File: config.mk
export PLATFORM = sky130hd
export DESIGN_NAME = vga_timing_ctrl
export DESIGN_NICKNAME = d
export VERILOG_FILES = /design/src/rtl/vga_pkg.sv /design/src/rtl/vga_axis_counter.sv /design/src/rtl/vga_timing_ctrl.sv
export SDC_FILE = /design/constraint.sdc
export NUM_CORES = 1
export LEC_CHECK = 0
export ABC_AREA = 1
export ABC_CLOCK_PERIOD_IN_PS = 1940
export BUFFER_PORTS_ARGS = -buffer_cell sky130_fd_sc_hd__buf_4
export CORE_MARGIN = 2
export CORE_UTILIZATION = 35
export DETAILED_ROUTE_END_ITERATION = 16
export PLACE_DENSITY = 0.57
export SYNTH_ARGS = -nofsm -noshare
export SYNTH_HDL_FRONTEND = slang
export SYNTH_SLANG_ARGS = --single-unit
export TNS_END_PERCENT = 1
File: constraint.sdc
create_clock -name clk -period 1.94 [get_ports clk]
set_input_delay 0.388 -clock clk [delete_from_list [all_inputs] [get_ports clk]]
set_output_delay 0.388 -clock clk [all_outputs]
set_load 0.05 [all_outputs]
File: src/rtl/vga_pkg.sv
// Shared constants for the VGA timing controller.
// Holds the 640x480@60 default timing, the derived line/frame totals,
// the width of the position counters and a helper that sums the four
// segments of one scan axis (active + front porch + sync + back porch).
package vga_pkg;

  // Position counters are 10 bits wide, so an axis may hold at most 1024 steps.
  localparam int CNT_W     = 10;
  localparam int MAX_TOTAL = 1024;

  // Prescaler is 4 bits wide, enough for up to 16 clk cycles per pixel.
  localparam int PRE_W       = 4;
  localparam int MAX_CLK_DIV = 16;

  localparam int DEF_H_ACTIVE = 640;
  localparam int DEF_H_FP     = 16;
  localparam int DEF_H_SYNC   = 96;
  localparam int DEF_H_BP     = 48;

  localparam int DEF_V_ACTIVE = 480;
  localparam int DEF_V_FP     = 10;
  localparam int DEF_V_SYNC   = 2;
  localparam int DEF_V_BP     = 33;

  localparam int DEF_CLK_DIV = 4;

  function automatic int axis_total(input int active, input int fp,
                                    input int sync, input int bp);
    return active + fp + sync + bp;
  endfunction

  localparam int DEF_H_TOTAL = axis_total(DEF_H_ACTIVE, DEF_H_FP, DEF_H_SYNC, DEF_H_BP);
  localparam int DEF_V_TOTAL = axis_total(DEF_V_ACTIVE, DEF_V_FP, DEF_V_SYNC, DEF_V_BP);

endpackage

File: src/rtl/vga_axis_counter.sv
// One scan-axis position counter.
// Counts 0..TOTAL-1 on each cycle where en is high and wraps back to 0.
// carry is high (combinationally) on the enabled cycle that performs the
// wrap, so it can enable the next axis.
// Ports:
//   clk    - system clock, rising edge
//   reset  - asynchronous, active-low
//   en     - advance the count this cycle
//   count  - current position (CNT_W bits)
//   carry  - en && count == TOTAL-1
module vga_axis_counter
  import vga_pkg::*;
#(
  parameter int TOTAL = DEF_H_TOTAL
) (
  input  logic             clk,
  input  logic             reset,
  input  logic             en,
  output logic [CNT_W-1:0] count,
  output logic             carry
);

  localparam logic [CNT_W-1:0] LAST = CNT_W'(TOTAL - 1);
  localparam logic [CNT_W-1:0] ONE  = CNT_W'(1);

  assign carry = en && (count == LAST);

  always_ff @(posedge clk or negedge reset) begin
    if (!reset) begin
      count <= '0;
    end else if (en) begin
      count <= carry ? '0 : count + ONE;
    end
  end

endmodule

File: src/rtl/vga_timing_ctrl.sv
// VGA timing controller.
// A prescaler divides clk down to the pixel rate; two axis counters track
// the horizontal and vertical position. The positions are decoded into
// sync, blanking and marker signals and every output is registered in a
// single stage, so all outputs describe the counter state of the previous
// clk and stay mutually aligned.
// Ports:
//   clk          - system clock, rising edge
//   reset        - asynchronous, active-low
//   red/green/blue - pixel colour for the current position (COLOR_W each)
//   blank        - forces rgb to zero, timing unaffected
//   hsync/vsync  - sync pulses, active level HS_POL / VS_POL
//   rgb          - {red,green,blue} inside the visible area, else 0
//   pixel_x/pixel_y - current position, zero-extended to 10 bits
//   video_on     - position is inside the visible area
//   pixel_tick   - first clk of each pixel
//   line_start   - first clk of pixel 0 of a line
//   frame_start  - first clk of pixel (0,0)
module vga_timing_ctrl
  import vga_pkg::*;
#(
  parameter int H_ACTIVE = DEF_H_ACTIVE,
  parameter int H_FP     = DEF_H_FP,
  parameter int H_SYNC   = DEF_H_SYNC,
  parameter int H_BP     = DEF_H_BP,
  parameter int V_ACTIVE = DEF_V_ACTIVE,
  parameter int V_FP     = DEF_V_FP,
  parameter int V_SYNC   = DEF_V_SYNC,
  parameter int V_BP     = DEF_V_BP,
  parameter int CLK_DIV  = DEF_CLK_DIV,
  parameter int COLOR_W  = 1,
  parameter bit HS_POL   = 1'b0,
  parameter bit VS_POL   = 1'b0
) (
  input  logic                   clk,
  input  logic                   reset,
  input  logic [COLOR_W-1:0]     red,
  input  logic [COLOR_W-1:0]     green,
  input  logic [COLOR_W-1:0]     blue,
  input  logic                   blank,
  output logic                   hsync,
  output logic                   vsync,
  output logic [3*COLOR_W-1:0]   rgb,
  output logic [CNT_W-1:0]       pixel_x,
  output logic [CNT_W-1:0]       pixel_y,
  output logic                   video_on,
  output logic                   pixel_tick,
  output logic                   line_start,
  output logic                   frame_start
);

  localparam int H_TOTAL  = axis_total(H_ACTIVE, H_FP, H_SYNC, H_BP);
  localparam int V_TOTAL  = axis_total(V_ACTIVE, V_FP, V_SYNC, V_BP);
  localparam int HS_START = H_ACTIVE + H_FP;
  localparam int HS_END   = HS_START + H_SYNC;
  localparam int VS_START = V_ACTIVE + V_FP;
  localparam int VS_END   = VS_START + V_SYNC;

  // Reject geometries the 10-bit counters or 4-bit prescaler cannot hold.
  if (H_TOTAL > MAX_TOTAL) begin : g_bad_h_total
    $error("vga_timing_ctrl: H_TOTAL %0d exceeds %0d", H_TOTAL, MAX_TOTAL);
  end
  if (V_TOTAL > MAX_TOTAL) begin : g_bad_v_total
    $error("vga_timing_ctrl: V_TOTAL %0d exceeds %0d", V_TOTAL, MAX_TOTAL);
  end
  if (CLK_DIV < 1 || CLK_DIV > MAX_CLK_DIV) begin : g_bad_clk_div
    $error("vga_timing_ctrl: CLK_DIV %0d outside 1..%0d", CLK_DIV, MAX_CLK_DIV);
  end

  localparam logic [PRE_W-1:0] PRE_LAST = PRE_W'(CLK_DIV - 1);
  localparam logic [PRE_W-1:0] PRE_ONE  = PRE_W'(1);

  logic [PRE_W-1:0] prescaler;
  logic             tick;
  logic [CNT_W-1:0] h_cnt;
  logic [CNT_W-1:0] v_cnt;
  logic             h_wrap;
  // Nothing downstream needs the end-of-frame carry of the vertical axis.
  logic             unused_v_wrap;

  // With CLK_DIV=1 the prescaler stays at 0 and tick is high every clk.
  assign tick = (prescaler == PRE_LAST);

  always_ff @(posedge clk or negedge reset) begin
    if (!reset) begin
      prescaler <= '0;
    end else begin
      prescaler <= tick ? '0 : prescaler + PRE_ONE;
    end
  end

  vga_axis_counter #(
    .TOTAL (H_TOTAL)
  ) u_h_counter (
    .clk   (clk),
    .reset (reset),
    .en    (tick),
    .count (h_cnt),
    .carry (h_wrap)
  );

  vga_axis_counter #(
    .TOTAL (V_TOTAL)
  ) u_v_counter (
    .clk   (clk),
    .reset (reset),
    .en    (h_wrap),
    .count (v_cnt),
    .carry (unused_v_wrap)
  );

  // Compare on 11 bits so a boundary equal to 1024 does not wrap to 0.
  logic [CNT_W:0] h_ext;
  logic [CNT_W:0] v_ext;
  logic           von_d;
  logic           hs_d;
  logic           vs_d;
  logic           first_clk;
  logic           ls_d;
  logic           fs_d;

  always_comb begin
    h_ext     = {1'b0, h_cnt};
    v_ext     = {1'b0, v_cnt};
    von_d     = (h_ext < (CNT_W+1)'(H_ACTIVE)) && (v_ext < (CNT_W+1)'(V_ACTIVE));
    hs_d      = ((h_ext >= (CNT_W+1)'(HS_START)) && (h_ext < (CNT_W+1)'(HS_END)))
                ? HS_POL : ~HS_POL;
    vs_d      = ((v_ext >= (CNT_W+1)'(VS_START)) && (v_ext < (CNT_W+1)'(VS_END)))
                ? VS_POL : ~VS_POL;
    first_clk = (prescaler == '0);
    ls_d      = first_clk && (h_cnt == '0);
    fs_d      = ls_d && (v_cnt == '0);
  end

  always_ff @(posedge clk or negedge reset) begin
    if (!reset) begin
      pixel_x     <= '0;
      pixel_y     <= '0;
      hsync       <= ~HS_POL;
      vsync       <= ~VS_POL;
      video_on    <= 1'b0;
      rgb         <= '0;
      pixel_tick  <= 1'b0;
      line_start  <= 1'b0;
      frame_start <= 1'b0;
    end else begin
      pixel_x     <= h_cnt;
      pixel_y     <= v_cnt;
      hsync       <= hs_d;
      vsync       <= vs_d;
      video_on    <= von_d;
      rgb         <= (von_d && !blank) ? {red, green, blue} : '0;
      pixel_tick  <= first_clk;
      line_start  <= ls_d;
      frame_start <= fs_d;
    end
  end

endmodule

==> metrics.txt <==
vias per cell=4.58; largest net degree at the start of global routing=54; number of antenna violations at the first check in global routing=0; nets=between 200 and 300; Yosys cell types=30; relative slew slack=0.567; ranking of synthesized cells by area=dfrtp_1 (55%), nand2_1 (6.5%), nor2_1 (5.1%); clock skew=a little over 0.008 ns; area grow syn2layout=19.6%; postcts setup bufs=0; Initial Utilization=0.363; initial DRC count=113; Syn Area/Cell=just under 10 um2; Syn Nets=between 200 and 300; Hold Crit Class=in -> async; Die Wd=~85 um; maxcap violations=0; Synth Instances=~240; fmax=~0.67 GHz; GPL Wtd Cong=approximately 0.77; clock slew at reported path FFs=~0.09 ns; RSZ-0062 raised after global routing=no; H-tree depth=2; sequential cell fraction of total power=0.578; ANT nets after route=0; DIE HEIGHT=about 85 um; Peak VDD IR=approximately 0.39 mV; CTS root buf=clkbuf_8; # setup viols final=0; Antenna Cells=0; Post-CTS Resized=0; area of the multi-input gates=roughly 830 um2; Worst setup EP type=flip-flop; final wirelength=between 4000 and 5000 um; number of clock sinks=53; FF/Latch Area=0.00133 mm2; slack of the critical path=approximately 0.45 ns; GRT Residual Overflow=0; 1st-pass router iterations=4; Startpoint Class=flip-flop; crit-path max FO=10; Leakage=between 1 and 1.5 nW; clock network power share=0.397; CTS Hold Bufs=0; TritonCTS clock tree=yes; final slew viol count=0; commonest non-fill, non-tap cell in the layout=dfrtp_1; Yosys top cell by area=dfrtp_1; pre-CTS setup slack=roughly 0.45 ns; logic gate share of total power=0.025; core area=0.00635 mm2; overall routing resource usage=0.125; final hold vios=0; Tmin final=1.49 ns; num rows=29; io pins=35; Vias=approximately 1.6k; switching share of power=0.197; Critical Path AT=roughly 1.7 ns; sequential fraction of the synthesis area=0.577; post-DP HPWL=around 3000 um; Final period util=0.768; Critical path origin=prescaler[0]$_DFF_PN0_; reg2reg start=prescaler[0]$_DFF_PN0_; most frequent cells in the layout=dfrtp_1 (51), nand2_1 (40), buf_4 (34); area share of the largest cell type after synthesis=0.554; clock buffer depth=2; layout cells sized above 1=0.230; TritonCTS Buffers=5; Syn. warnings=0; Int Power=around 1.5 mW; first-pass GRT wire length=7120 um; pwr dens=696 mW/mm2; die footprint=slightly above 0.007 mm2; Buffers on Ports=34; number of remaining DRC errors=0; clk_lat worst skew=around 0.30 ns; Least-Margin Pin Slew=approximately 0.65 ns; final hold slack=about 0.10 ns; Worst Path Required=2.14 ns; Switching Power=0.378 mW; Netlist Area Pre-Place=between 0.002 and 0.0025 mm2; WL per Instance=between 10 and 15 um; status=finished clean; CP Class=reg -> reg; final setup TNS=0 ns; vias in the first global route=between 1.5k and 2k; Filler cells=611; #FFs+latches synth=53
-- critical path: stages (launching register included) --
cell and delay, ns:
dfrtp_1 0.39, ha_1 0.22, nand2_2 0.09, nor2_4 0.23, nand2_4 0.11, nor2_8 0.15, nand2_1 0.09, nand2_1 0.07
nor2_1 0.04
-- cell type report --
cell class,count,share of cell area
sequential,53,0.482
timing repair buffer,34,0.0926
inverter,33,0.0454
multi-input combinational,150,0.302
tap,77,0.0350
clock buffer,7,0.0313
clock inverter,1,0.0109
-- cells by family (layout without fill, tap and decap cells) --
kind of cell / count (synthesis) / in the layout / synth area share
AND/OR/NAND/NOR: 118 / 118 / 0.257
flip-flops: 53 / 53 / 0.577
buffers and inverters: 35 / 75 / 0.0614
AO/OA/AOI/OAI: 18 / 18 / 0.0413
XOR/XNOR: 8 / 8 / 0.0304
adder cells (fa/ha/maj): 6 / 6 / 0.0326
-- state kept, by name (all words and copies together), names as in the netlist --
register           flops
frame_start            1
hsync                  1
line_start             1
pixel_tick             1
pixel_x               10
pixel_y               10
prescaler              4
rgb                    3
u_h_counter.count     10
u_v_counter.count     10
video_on               1
vsync                  1
-- routing by layer --
| layer | routed length (um) | track usage | vias up | part of all wire |
|---|---|---|---|---|
| met1 | 2010 | 0.167 | 762 | 0.48 |
| met5 | 0 | 0 | - | 0 |
| met2 | 1940 | 0.196 | 34 | 0.47 |
| met3 | 176 | 0.0272 | 2 | 0.042 |
| met4 | 41 | 0.0563 | 0 | 0.0098 |
| li1 | - | - | 829 | - |
-- stage by stage --
stage	util	cells	power (mW)	cell area, um2
after floorplan	-	238	1.15	2300
after CTS	0.434	355	1.95	2760
final	0.434	355	1.92	2760
after detailed placement	0.416	347	1.18	2640
after global placement	0.416	347	1.18	2640
after global routing	0.434	355	2.00	2760
-- power groups by stage --
stage	sequential [mW]	clock, mW	combinational, mW
floorplan	1.14	0	0.00355
global route	1.11	0.840	0.0549
global placement	1.13	0	0.0503
CTS	1.11	0.795	0.0510
detailed placement	1.13	0	0.0510
finish	1.11	0.761	0.0485
-- path summary, 6_finish.rpt --
check                                                   end  slack (ns)  cells after the start
max reg2reg                u_v_counter.count[8]$_DFFE_PN0N_        0.45                      8
max in group asynchronous              pixel_x[0]$_DFF_PN0_        1.40                      1
min                                    pixel_y[2]$_DFF_PN0_        0.10                      1
min in group clk                           rgb[2]$_DFF_PN0_        0.29                      3
min reg2reg                            pixel_x[9]$_DFF_PN0_        0.44                      0
max                        u_v_counter.count[8]$_DFFE_PN0N_        0.45                      8
-- cells in the mapped netlist --
cell and n:
dfrtp_1 51, nand2_1 40, nor2_1 31, inv_1 29, nand3_1 15, o21ai_0 10, nand4_1 7, ha_1 6
nor2_2 5, nor3_1 5, a21oi_1 4, xnor2_1 4, xor2_1 4, inv_2 3, nand2_2 3, nand3_2 3
dfstp_2 2, nand3b_1 2, nor2_4 2, o21ai_1 2, a21boi_1 1, buf_2 1, buf_6 1, clkinv_2 1
nand2_4 1, nand4_4 1, nor2_8 1, nor4_1 1, o211ai_1 1, or2_2 1
No activity file was read; power rests on OpenSTA's default activity.
